`src/rtl/control_pkg.sv`:
```
// control_pkg: opcode, select-code and state definitions shared by the control sequencer
package control_pkg;
   localparam logic [6:0] OP_R     = 7'b0110011;
   localparam logic [6:0] OP_I     = 7'b0010011;
   localparam logic [6:0] OP_LUI   = 7'b0110111;
   localparam logic [6:0] OP_AUIPC = 7'b0010111;
   localparam logic [6:0] OP_JAL   = 7'b1101111;
   localparam logic [6:0] OP_JALR  = 7'b1100111;
   localparam logic [6:0] OP_BR    = 7'b1100011;
   localparam logic [6:0] OP_LD    = 7'b0000011;
   localparam logic [6:0] OP_ST    = 7'b0100011;
   localparam logic [3:0] ALU_ADD   = 4'd0;
   localparam logic [3:0] ALU_SUB   = 4'd12;
   localparam logic [3:0] ALU_SRA   = 4'd13;
   localparam logic [3:0] ALU_PASSB = 4'd15;
   localparam logic [2:0] IMM_NONE = 3'b000;
   localparam logic [2:0] IMM_I    = 3'b001;
   localparam logic [2:0] IMM_S    = 3'b010;
   localparam logic [2:0] IMM_B    = 3'b011;
   localparam logic [2:0] IMM_U    = 3'b100;
   localparam logic [2:0] IMM_J    = 3'b101;
   localparam logic [1:0] WB_MEM = 2'b00;
   localparam logic [1:0] WB_ALU = 2'b01;
   localparam logic [1:0] WB_PC4 = 2'b10;
   typedef enum logic [2:0] {FETCH, DECODE, EXECUTE, MEMORY, WRITEBACK} state_t;
   typedef struct packed {
      logic       a_sel;
      logic       b_sel;
      logic       pc_sel;
      logic       store;
      logic [2:0] imm_sel;
      logic [3:0] alu_sel;
      logic [1:0] wb_sel;
   } ctrl_t;
endpackage

```
`src/rtl/control_decode.sv`:
```
// control_decode: combinational RV32I decoder producing the control bundle and legality flags
module control_decode
   import control_pkg::*;
(
   input  logic [31:0] instruction,
   output ctrl_t       ctrl,
   output logic        illegal,
   output logic        is_mem,
   output logic        is_branch,
   output logic        writes_rd
);
   logic [6:0] op;
   logic [2:0] f3;
   logic [6:0] f7;
   assign op = instruction[6:0];
   assign f3 = instruction[14:12];
   assign f7 = instruction[31:25];
   always_comb begin
      ctrl = '0;
      illegal = 1'b0;
      is_mem = 1'b0;
      is_branch = 1'b0;
      writes_rd = 1'b0;
      case (op)
         OP_R: begin
            illegal = !(f7 == 7'b0000000 || (f7 == 7'b0100000 && (f3 == 3'b000 || f3 == 3'b101)));
            ctrl.alu_sel = f7[5] ? (f3 == 3'b000 ? ALU_SUB : ALU_SRA) : {1'b0, f3};
            ctrl.wb_sel = WB_ALU;
            writes_rd = 1'b1;
         end
         OP_I: begin
            illegal = (f3 == 3'b001 && f7 != 7'b0000000) ||
                      (f3 == 3'b101 && f7 != 7'b0000000 && f7 != 7'b0100000);
            ctrl.alu_sel = (f3 == 3'b101 && f7[5]) ? ALU_SRA : {1'b0, f3};
            ctrl.b_sel = 1'b1;
            ctrl.imm_sel = IMM_I;
            ctrl.wb_sel = WB_ALU;
            writes_rd = 1'b1;
         end
         OP_LUI: begin
            ctrl.b_sel = 1'b1;
            ctrl.imm_sel = IMM_U;
            ctrl.alu_sel = ALU_PASSB;
            ctrl.wb_sel = WB_ALU;
            writes_rd = 1'b1;
         end
         OP_AUIPC: begin
            ctrl.a_sel = 1'b1;
            ctrl.b_sel = 1'b1;
            ctrl.imm_sel = IMM_U;
            ctrl.alu_sel = ALU_ADD;
            ctrl.wb_sel = WB_ALU;
            writes_rd = 1'b1;
         end
         OP_JAL: begin
            ctrl.a_sel = 1'b1;
            ctrl.b_sel = 1'b1;
            ctrl.imm_sel = IMM_J;
            ctrl.pc_sel = 1'b1;
            ctrl.wb_sel = WB_PC4;
            writes_rd = 1'b1;
         end
         OP_JALR: begin
            ctrl.b_sel = 1'b1;
            ctrl.imm_sel = IMM_I;
            ctrl.pc_sel = 1'b1;
            ctrl.wb_sel = WB_PC4;
            writes_rd = 1'b1;
         end
         OP_BR: begin
            illegal = f3 == 3'b010 || f3 == 3'b011;
            ctrl.a_sel = 1'b1;
            ctrl.b_sel = 1'b1;
            ctrl.imm_sel = IMM_B;
            is_branch = 1'b1;
         end
         OP_LD: begin
            illegal = f3 == 3'b011 || f3 == 3'b110 || f3 == 3'b111;
            ctrl.b_sel = 1'b1;
            ctrl.imm_sel = IMM_I;
            ctrl.wb_sel = WB_MEM;
            is_mem = 1'b1;
            writes_rd = 1'b1;
         end
         OP_ST: begin
            illegal = f3 > 3'b010;
            ctrl.b_sel = 1'b1;
            ctrl.imm_sel = IMM_S;
            ctrl.store = 1'b1;
            is_mem = 1'b1;
         end
         default: illegal = 1'b1;
      endcase
      if (illegal) begin
         ctrl = '0;
         is_mem = 1'b0;
         is_branch = 1'b0;
         writes_rd = 1'b0;
      end
   end
endmodule

```
`src/rtl/control_sequencer.sv`:
```
// control_sequencer: multi-cycle RV32I control FSM with memory timeout and retired-instruction counter
module control_sequencer
   import control_pkg::*;
#(
   parameter int MEM_WAIT_MAX = 15,
   parameter int CNT_W        = 32,
   parameter int ALU_SEL_W    = 4
) (
   input  logic                 clk,
   input  logic                 rst,
   input  logic [31:0]          instruction,
   input  logic                 instr_valid,
   output logic                 instr_ready,
   input  logic                 branch_taken,
   input  logic                 mem_ack,
   output logic                 mem_req,
   output logic                 pc_write,
   output logic                 pc_select,
   output logic                 a_select,
   output logic                 b_select,
   output logic [2:0]           immediate_select,
   output logic [ALU_SEL_W-1:0] alu_select,
   output logic [1:0]           write_back_select,
   output logic                 register_write_enable,
   output logic                 memory_write_enable,
   output logic                 illegal,
   output logic                 mem_fault,
   output logic                 busy,
   output logic [CNT_W-1:0]     instret
);
   localparam int WW = $clog2(MEM_WAIT_MAX + 1);
   state_t      state;
   logic [31:0] instr_q;
   logic [WW-1:0] wait_cnt;
   ctrl_t       dec_ctrl;
   logic        dec_illegal, dec_mem, dec_branch, dec_rd;
   control_decode u_decode (
      .instruction (instr_q),
      .ctrl        (dec_ctrl),
      .illegal     (dec_illegal),
      .is_mem      (dec_mem),
      .is_branch   (dec_branch),
      .writes_rd   (dec_rd)
   );
   assign instr_ready = state == FETCH;
   assign busy = state != FETCH;
   always_ff @(posedge clk) begin
      if (rst) begin
         state <= FETCH;
         instr_q <= '0;
         wait_cnt <= '0;
         instret <= '0;
         mem_req <= 1'b0;
         pc_write <= 1'b0;
         pc_select <= 1'b0;
         a_select <= 1'b0;
         b_select <= 1'b0;
         immediate_select <= IMM_NONE;
         alu_select <= '0;
         write_back_select <= WB_MEM;
         register_write_enable <= 1'b0;
         memory_write_enable <= 1'b0;
         illegal <= 1'b0;
         mem_fault <= 1'b0;
      end else begin
         case (state)
            FETCH: if (instr_valid) begin
               instr_q <= instruction;
               state <= DECODE;
            end
            DECODE: begin
               a_select <= dec_ctrl.a_sel;
               b_select <= dec_ctrl.b_sel;
               pc_select <= dec_ctrl.pc_sel;
               immediate_select <= dec_ctrl.imm_sel;
               alu_select <= ALU_SEL_W'(dec_ctrl.alu_sel);
               write_back_select <= dec_ctrl.wb_sel;
               illegal <= dec_illegal;
               state <= dec_illegal ? WRITEBACK : EXECUTE;
            end
            EXECUTE: begin
               if (dec_branch) pc_select <= branch_taken;
               wait_cnt <= '0;
               if (dec_mem) begin
                  mem_req <= 1'b1;
                  memory_write_enable <= dec_ctrl.store;
                  state <= MEMORY;
               end else begin
                  pc_write <= 1'b1;
                  register_write_enable <= dec_rd;
                  state <= WRITEBACK;
               end
            end
            MEMORY: begin
               wait_cnt <= wait_cnt + 1'b1;
               // an ack arriving on the timeout cycle still completes normally
               if (mem_ack || wait_cnt == WW'(MEM_WAIT_MAX - 1)) begin
                  mem_req <= 1'b0;
                  memory_write_enable <= 1'b0;
                  pc_write <= 1'b1;
                  register_write_enable <= mem_ack && dec_rd;
                  mem_fault <= !mem_ack;
                  wait_cnt <= '0;
                  state <= WRITEBACK;
               end
            end
            WRITEBACK: begin
               if (register_write_enable) instret <= instret + 1'b1;
               pc_write <= 1'b0;
               register_write_enable <= 1'b0;
               illegal <= 1'b0;
               mem_fault <= 1'b0;
               state <= FETCH;
            end
            default: state <= FETCH;
         endcase
      end
   end
endmodule

```
`config.mk`:
```
export PLATFORM = sky130hd
export DESIGN_NAME = control_sequencer
export DESIGN_NICKNAME = d
export VERILOG_FILES = /design/src/rtl/control_pkg.sv /design/src/rtl/control_decode.sv /design/src/rtl/control_sequencer.sv
export SDC_FILE = /design/constraint.sdc
export NUM_CORES = 1
export LEC_CHECK = 0
export CORE_MARGIN = 5
export CORE_UTILIZATION = 31
export DETAILED_ROUTE_END_ITERATION = 6
export PLACE_DENSITY = 0.65
export REMOVE_ABC_BUFFERS = 1
export SLEW_MARGIN = 20
export SYNTH_ARGS = -nofsm -noshare
export SYNTH_HDL_FRONTEND = slang
export SYNTH_SLANG_ARGS = --single-unit
export TNS_END_PERCENT = 30
```
`constraint.sdc`:
```
create_clock -name clk -period 1.95 [get_ports clk]
set_input_delay 0.585 -clock clk [delete_from_list [all_inputs] [get_ports clk]]
set_output_delay 0.585 -clock clk [all_outputs]
set_load 0.05 [all_outputs]
```
======== Word level (Yosys, flattened, before mapping) ========
Cells that the tools add are included.
storage, ports and cells
  logic and storage cells ................. 128
  register bits ........................... 89
  output and inout bits ................... 52
  input bits .............................. 37
operators by class
  $add $sub $neg .......................... 2
  reduce and logical (&&, ||, !) cells .... 41
  multiplexer cells ....................... 41
  $lt $le $gt $ge ......................... 1
  eq/ne operators ......................... 27
operator list
  kind                                                                      count
  32-bit by 1-bit adder with 32-bit output (second input constant)          1
  7-bit by 6-bit equality test with 1-bit output (second input constant)    4
  7-bit equality test (second input constant)                               3
  1-bit 2-to-1 mux                                                          20
  3-bit case mux with 5 select lines                                        1
  7-bit by 5-bit equality test with 1-bit output (second input constant)    2
  13-bit 2-to-1 mux                                                         1
  3-bit by 2-bit equality test with 1-bit output (second input constant)    4
  3-bit equality test (second input constant)                               4
  3-bit 2-to-1 mux                                                          4
  4-bit 2-to-1 mux                                                          3
  3-bit case mux with 4 select lines                                        1
  4-bit case mux with 3 select lines                                        1
  2-bit inequality test (second input constant)                             5
  1-bit case mux with 2 select lines                                        5
  2-bit AND reduction                                                       5
  4-bit case mux with 2 select lines                                        1
  2-bit nonzero test                                                        4
  4-bit OR reduction                                                        2
  8-bit OR reduction                                                        1
  7-bit by 2-bit equality test with 1-bit output (second input constant)    1
  7-bit zero test                                                           1
  1-bit logical OR                                                          7
  7-bit by 6-bit inequality test with 1-bit output (second input constant)  1
  other kinds (16)                                                          30

======== Depth between registers and ports, before layout ========
Gate-level depths: netlist of the first run.
  word-level depth ........................ 10
  depth in mapped cells ................... 8
  gate-level depth less buffers ........... 7

======== By module ========
A second synthesis of the first run with hierarchy kept.
second synthesis, totals
  cells, all modules ...................... 513
  area, all modules ....................... 4,239.1 µm²
by module, submodules not included
  module             cells an instance  instances  sequential area each (µm²)  area an instance (µm²)
  control_sequencer  437                1          1,781.7                     3,708.6
  control_decode     76                 1          0.0                         530.5

======== Worst setup path after synthesis of the first run ========
OpenSTA, ideal clock, no wires.
  kind .................................... flip-flop to output port
  start ................................... register state[2]
  end ..................................... output port busy
  slack ................................... -0.889 ns
  arrival ................................. 2.254 ns
  path buffers ............................ 1
  stages on the path, launching flop included .. 4
  required time ........................... 1.365 ns
  cells stage by stage .................... dfxtp_1 > clkbuf_1 > nor3_1 > inv_1
between the ends
  longest elaborated chain between the ends .. 1
ends and longest elaborated chain
  what                    RTL line                 source
  start, declared         control_sequencer.sv:32  state_t state;
  start signal, assigned  control_sequencer.sv:79  state <= dec_illegal ? WRITEBACK : EXECUTE;
  3-bit nonzero test      control_sequencer.sv:46  assign busy = state != FETCH;
  end, declared           control_sequencer.sv:28  output logic busy,
Every way passes these cells.

======== Final worst setup path of the first run ========
  start ................................... register state[1]
  end ..................................... output port instr_ready
between the ends
  longest elaborated chain between the ends .. 1
ends and longest elaborated chain
  what             RTL line                 source
  3-bit zero test  control_sequencer.sv:45  assign instr_ready = state == FETCH;
  end, declared    control_sequencer.sv:13  output logic instr_ready,
Every way passes these cells.

==> flow_metrics.py, run 1 <==
metrics = {
    "clocking": {
        "cts_buffers": 9,
        "clkTransAtPathRegs_ns": 0.05,
        "clock_latency_ns": 0.33,
        "cts_max_path_buffers": 2,
        "cts.sinks": 74,
        "cts_root_buf": "clkbuf_16",
        "cts_tree": "done",
        "ctsHoldBuffers": 0,
        "h-tree-depth": 3,
    },
    "timing": {
        "hold_viol": 0,
        "slew_headroom": 0.708,
        "setup_violations": 0,
        "clock_skew_ns": 0.00656,
        "setup_slack_ns": 0.0769,
        "rsz0062_at_grt": "true",
        "slew_violations": 0,
        "min_period_ns": 1.87,
        "max_freq_mhz": 534,
        "min_period_over_period": 0.961,
        "tns_ns": 0,
        "worstMarginPinSlew_ns": 0.437,
    },
    "worst_setup_path": {
        "required_ns": 1.36,
        "crit_type": "register to output port",
        "r2r-end": "instret[15]",
        "path_buf_inv": 3,
        "cp-start-kind": "register",
        "slowest_stage": "dfxtp_1",
        "end_kind": "output port",
        "path_cells": "buf_4, nor3_4, buf_4, buf_12",
        "crit_family": "buffers and inverters",
        "cpMostUsedCell": "buf_4",
        "ff2ff_path_depth": 5,
        "arrival_ns": 1.29,
        "critPathMaxStageDelay_ns": 0.31,
        "crit_path_start": "state[1]",
        "cp.depth": 4,
        "rrSetupSlack_ns": 0.11,
        "r2r_start": "state[0]",
        "worstSetupEndpoint": "instr_ready",
        "worstPathMaxFanout": 9,
    },
    "placement": {
        "preCtsSetupSlack_ns": -0.0395,
        "place_hpwl_mm": 6.91,
        "numPortBuffers": 73,
        "place_area_sq_um": 4510,
        "gp_congestion": 0.856,
    },
    "routing": {
        "wire_per_inst_um": 13.4,
        "drtAntennaViolNets": 0,
        "first_pass_iters": 4,
        "drc": 0,
        "initialDrtViolationCount": 195,
        "avgViaCountPerCell": 4.87,
        "routed_wl_mm": 9.19,
        "vias": 3336,
    },
    "synth": {
        "muxShareOfSynthArea": 0.00566,
        "synth_warnings": 0,
        "ys.flop_type": "dfxtp_1",
        "synth_area_sq_um": 3540,
        "synth_fa_ha_area_frac": 0.0106,
        "ys_ff_latch": 74,
        "synth_cell_types": 54,
        "synth.yosys.seq_area_share": 0.419,
        "yosys.area_share.simple": 0.321,
        "synthXorXnorAreaFrac": 0.0718,
        "netlist_instances": 443,
        "avgSynthCellArea_sq_um": 7.99,
        "synth_top_family_by_area": "simple AND/OR/NAND/NOR gates",
        "synth_compound_area_frac": 0.130,
        "synth_edf_count": 0,
        "ys_async_sr_fraction": 0,
    },
    "global_route": {
        "grt_antenna_before_repair": 0,
        "grt_pass1_vias": 3364,
        "groute.layer.met2.usage": 0.230,
        "grtUsageMet3": 0.0406,
        "grt_usage": 0.139,
        "globalRouteOverflowTotal": 0,
        "grt_max_degree": 26,
        "top_usage_layer": "met2",
        "grt_pass1_wl_mm": 15.4,
        "use_met1": 0.170,
    },
    "finish": {
        "fillers": 1138,
        "multi_input_area_sq_um": 1950,
        "layout_commonest_cell": "buf_4",
        "final_cell_mix": "buf_4, nand2_1, dfxtp_1",
        "syn_to_final_growth_pct": 37.7,
        "seqCellArea_sq_um": 1490,
        "drive_above_1_share": 0.232,
        "nets": 578,
        "finalInstanceArea_sq_um": 4870,
        "diodes": 0,
    },
    "power_and_ir_drop": {
        "powerDensity_nw_per_um2": 717,
        "ir_drop_mv": 0.283,
        "power.total_w": 0.00350,
        "p_leak_nw": 1.91,
    },
    "floorplanning": {
        "row_count": 39,
        "ioPinCount": 89,
        "core-area_sq_um": 11300,
        "die_w_um": 117,
        "dieArea_sq_um": 13700,
        "start_util": 0.313,
        "die_y_um": 117,
    },
    "run": {
        "max-cap-violations": 0,
    },
    "worst_hold_path": {
        "worstHoldPathType": "register to register",
    },
    "status": {
        "status": "complete, no violations",
    },
}
final cells by class:
type	instances	share of cell area
Clock buffer	12	0.0506
Clock inverter	3	0.00822
Inverter	6	0.00462
Multi-Input combinational cell	337	0.400
Sequential cell	74	0.305
Tap cell	143	0.0367
Timing Repair Buffer	110	0.195
worst min-delay path by stage:
stage | from | end | slack [ns] | depth (start not counted)
finish | a_select | a_select | 0.45 | 2
global route | write_back_select[1] | write_back_select[1] | 0.47 | 2
CTS | a_select | a_select | 0.45 | 2
detailed placement | a_select | a_select | 0.44 | 2
global placement | instr_q[31] | instr_q[31] | 0.45 | 2
floorplan | instr_q[31] | instr_q[31] | 0.43 | 2
logic make-up (layout without fill, tap and decap cells):
family / Yosys count / after routing
AND/OR/NAND/NOR: 224 / 224
buffers and inverters: 32 / 131
adder cells (fa/ha/maj): 3 / 3
flip-flops: 74 / 74
XOR/XNOR: 29 / 29
multiplexers: 2 / 2
AO/OA/AOI/OAI: 79 / 79
where the power goes:
group          internal, W  switching [W]  total [W]  leakage, nW
clock              0.00101       0.000589    0.00160        0.142
combinational     0.000142       0.000171   0.000313         1.17
sequential         0.00154      0.0000362    0.00158        0.601
total              0.00270       0.000797    0.00350         1.91
cell usage after synthesis (all sizes together), types with 3 or more instances:
library cell	n	area share
dfxtp	74	0.42
nand2	73	0.077
nor2	61	0.065
a21oi	44	0.062
nand3	26	0.037
xor2	21	0.052
clkbuf	16	0.017
o21ai	14	0.020
buf	10	0.018
nand4	9	0.020
nor3	9	0.020
xnor2	8	0.020
inv	6	0.0064
nand2b	6	0.011
and2	5	0.0088
and3	5	0.0088
and4	5	0.013
or2	5	0.0088
or3	5	0.0088
nor3b	4	0.012
a31oi	3	0.0053
ha	3	0.011
nor2b	3	0.0053
nor4	3	0.0071
worst min-delay path, delay by kind of cell, from the launching register on:
family          cells  cell delay (ns)
flops               1             0.30
simple gates        1             0.05
compound gates      1             0.05
sequential cells by signal, summed over array words and instances (netlist names):
| name | count |
|---|---|
| register_write_enable | 1 |
| alu_select | 4 |
| immediate_select | 3 |
| pc_write | 1 |
| b_select | 1 |
| illegal | 1 |
| wait_cnt | 4 |
| instret | 32 |
| a_select | 1 |
| mem_req | 1 |
| instr_q | 17 |
| mem_fault | 1 |
| state | 3 |
| write_back_select | 2 |
| memory_write_enable | 1 |
| pc_select | 1 |
timing repair:
item / in CTS / in global routing
setup endpoints to repair: 3 / 27
buffers inserted: 0 / 3
pin swaps: 0 / 5
gates resized for setup: 2 / 12
metal layers:
metal / up-vias / wire length [um]
li1: 1707 / -
met1: 1553 / 4000
met2: 62 / 4480
met3: 14 / 522
met4: 0 / 180
met5: - / 0
per-stage QoR:
step / std cells / utilization / hold WS [ns]
final: 685 / 0.430 / 0.449
after global routing: 685 / 0.430 / 0.473
after CTS: 682 / 0.424 / 0.452
after detailed placement: 667 / 0.398 / 0.444
after global placement: 667 / 0.398 / 0.445
after floorplan: 417 / - / 0.430
(Power assumes the default switching activity.)
==> run 2, diff against run 1 <==
--- a/config.mk
+++ b/config.mk
@@ -5,10 +5,11 @@
 export SDC_FILE = /design/constraint.sdc
 export NUM_CORES = 1
 export LEC_CHECK = 0
-export CORE_MARGIN = 5
+export CORE_MARGIN = 2
 export CORE_UTILIZATION = 31
+export CTS_CLUSTER_DIAMETER = 80
 export DETAILED_ROUTE_END_ITERATION = 6
-export PLACE_DENSITY = 0.65
+export PLACE_DENSITY = 0.67
 export REMOVE_ABC_BUFFERS = 1
 export SLEW_MARGIN = 20
 export SYNTH_ARGS = -nofsm -noshare
==> constraint.sdc (replaced) <==
create_clock -name clk -period 1.66 [get_ports clk]
set_input_delay 0.498 -clock clk [delete_from_list [all_inputs] [get_ports clk]]
set_output_delay 0.498 -clock clk [all_outputs]
set_load 0.05 [all_outputs]
==> run 2 against run 1 <==
Against the previous run: the flow now finishes with violations (negative setup slack); critical endpoint is now write_back_select[0]; combinational power grew 58%; largest cell class unchanged; design area grew 24%; final cell count grew 7.9%; first-iteration DRC count shrank 26%; hold slack gained 0.0066 ns; non-clock buffer count grew 53; wire length grew 9.2%.
==> flow_metrics.py, run 2 (synthesized netlist as in run 1, its figures left out) <==
metrics = {
    "routing": {
        "wire_per_inst_um": 13.6,
        "m1WireLength_mm": 4.41,
        "initialDrtViolationCount": 145,
        "avgViaCountPerCell": 4.92,
        "routed_wl_mm": 10.0,
        "drc": 0,
        "drtAntennaViolNets": 0,
        "wl_met3_um": 443,
        "vias": 3638,
        "first_pass_iters": 4,
        "wl_met2_mm": 4.97,
        "top_layer": "met4",
    },
    "placement": {
        "place_hpwl_mm": 7.32,
        "gp_congestion": 0.871,
        "place_area_sq_um": 5500,
        "numPortBuffers": 73,
        "preCtsSetupSlack_ns": -0.277,
    },
    "finish": {
        "largest_register_ffs": 32,
        "syn_to_final_growth_pct": 70.2,
        "top_register": "instret",
        "finalInstanceArea_sq_um": 6020,
        "reg_top3": "instret x32, instr_q x17",
        "drive_above_1_share": 0.337,
        "fillers": 987,
        "diodes": 0,
        "layout_commonest_cell": "buf_4",
        "nets": 632,
        "final_cell_mix": "buf_4, nand2_1, dfxtp_1",
    },
    "timing": {
        "slew_headroom": 0.762,
        "min_period_ns": 1.89,
        "max_freq_mhz": 528,
        "worstMarginPinSlew_ns": 0.356,
        "setup_violations": 19,
        "min_period_over_period": 1.14,
        "hold_viol": 0,
        "rsz0062_at_grt": "true",
        "setup_slack_ns": -0.232,
        "tns_ns": -2.55,
        "clock_skew_ns": 0.00632,
        "slew_violations": 0,
    },
    "floorplanning": {
        "start_util": 0.314,
        "core-area_sq_um": 11300,
        "die_w_um": 111,
        "row_count": 39,
        "die_y_um": 111,
        "ioPinCount": 89,
        "dieArea_sq_um": 12300,
    },
    "clocking": {
        "h-tree-depth": 3,
        "ctsHoldBuffers": 0,
        "cts_max_path_buffers": 2,
        "cts.sinks": 74,
        "clock_latency_ns": 0.33,
        "clkTransAtPathRegs_ns": 0.06,
        "cts_root_buf": "clkbuf_16",
        "cts_buffers": 9,
        "cts_tree": "done",
    },
    "global_route": {
        "grt_antenna_before_repair": 0,
        "globalRouteOverflowTotal": 0,
        "grt_pass1_wl_mm": 17.0,
        "grt_pass1_vias": 3682,
        "grt_max_degree": 29,
        "grt_usage": 0.167,
    },
    "worst_setup_path": {
        "required_ns": 1.88,
        "arrival_ns": 2.11,
        "cp-start-kind": "register",
        "worstPathMaxFanout": 6,
        "end_kind": "register",
        "crit_type": "register to register",
    },
    "power_and_ir_drop": {
        "ir_drop_mv": 0.383,
        "powerDensity_nw_per_um2": 702,
        "p_leak_nw": 2.37,
    },
    "worst_hold_path": {
        "worstHoldPathType": "register to register",
    },
    "status": {
        "status": "finished, violations left",
        "violations": "negative setup slack",
    },
    "run": {
        "max-cap-violations": 0,
    },
}
[run 2: cell count changes in the layout (fill, tap and decap cells not counted), moves of 3 or more]
| cell | change |
|---|---|
| dfxtp_1 | -3 |
| buf_12 | +48 |
| nand3_1 | -4 |
| dfxtp_2 | +3 |
| buf_6 | +6 |
[run 2: layout make-up]
type,instances,area (sq um),area share
multi-input cells,338,2070,0.344
well taps,143,179,0.0297
inverters,6,22.5,0.00374
clock inverters,3,40.0,0.00665
clock buffers,12,246,0.0409
repair buffers,163,1970,0.327
flip-flops and latches,74,1490,0.248
[run 2: path summary, 6_finish.rpt]
path | from | endpoint | slack (ns) | cells past startpoint
worst max-delay path | instr_q[3] | write_back_select[0] | -0.23 | 8
worst min-delay path | instr_q[29] | instr_q[29] | 0.46 | 2
worst max register to register | instr_q[3] | write_back_select[0] | -0.23 | 8
worst min register to register | instr_q[29] | instr_q[29] | 0.46 | 2
[run 2: critical path, cell delays in order (launching register included)]
cell       delay (ns)
dfxtp_1          0.31
nand4bb_4        0.28
nor3b_4          0.26
buf_4            0.17
a311oi_4         0.11
and4_2           0.32
buf_4            0.14
a22oi_1          0.13
nor2_1           0.06
[run 2: per-layer routing]
metal / GRT usage / vias up
li1: - / 1827
met1: 0.206 / 1727
met2: 0.283 / 69
met4: 0.0667 / 0
met3: 0.0350 / 15
met5: 0 / -
[run 2: timing repair]
action / 4_1_cts / 5_1_grt
resized for setup: 22 / 27
setup endpoints to repair: 33 / 39
gates cloned: 1 / 0
pin swaps: 14 / 10
buffers inserted: 4 / 1
[run 2: metrics by stage]
stage | total power [W] | cells | util | hold slack [ns]
5_1_grt | 0.00439 | 739 | 0.534 | 0.488
3_5_place_dp | 0.00232 | 718 | 0.488 | 0.450
6_report | 0.00423 | 739 | 0.534 | 0.455
3_3_place_gp | 0.00231 | 718 | 0.488 | 0.445
4_1_cts | 0.00424 | 738 | 0.524 | 0.458
2_1_floorplan | 0.00206 | 417 | - | 0.430
[run 2: power by group]
group | switching [W] | internal, W | total [W]
Sequential | 0.0000349 | 0.00181 | 0.00185
Combinational | 0.000242 | 0.000251 | 0.000493
Clock | 0.000695 | 0.00119 | 0.00189
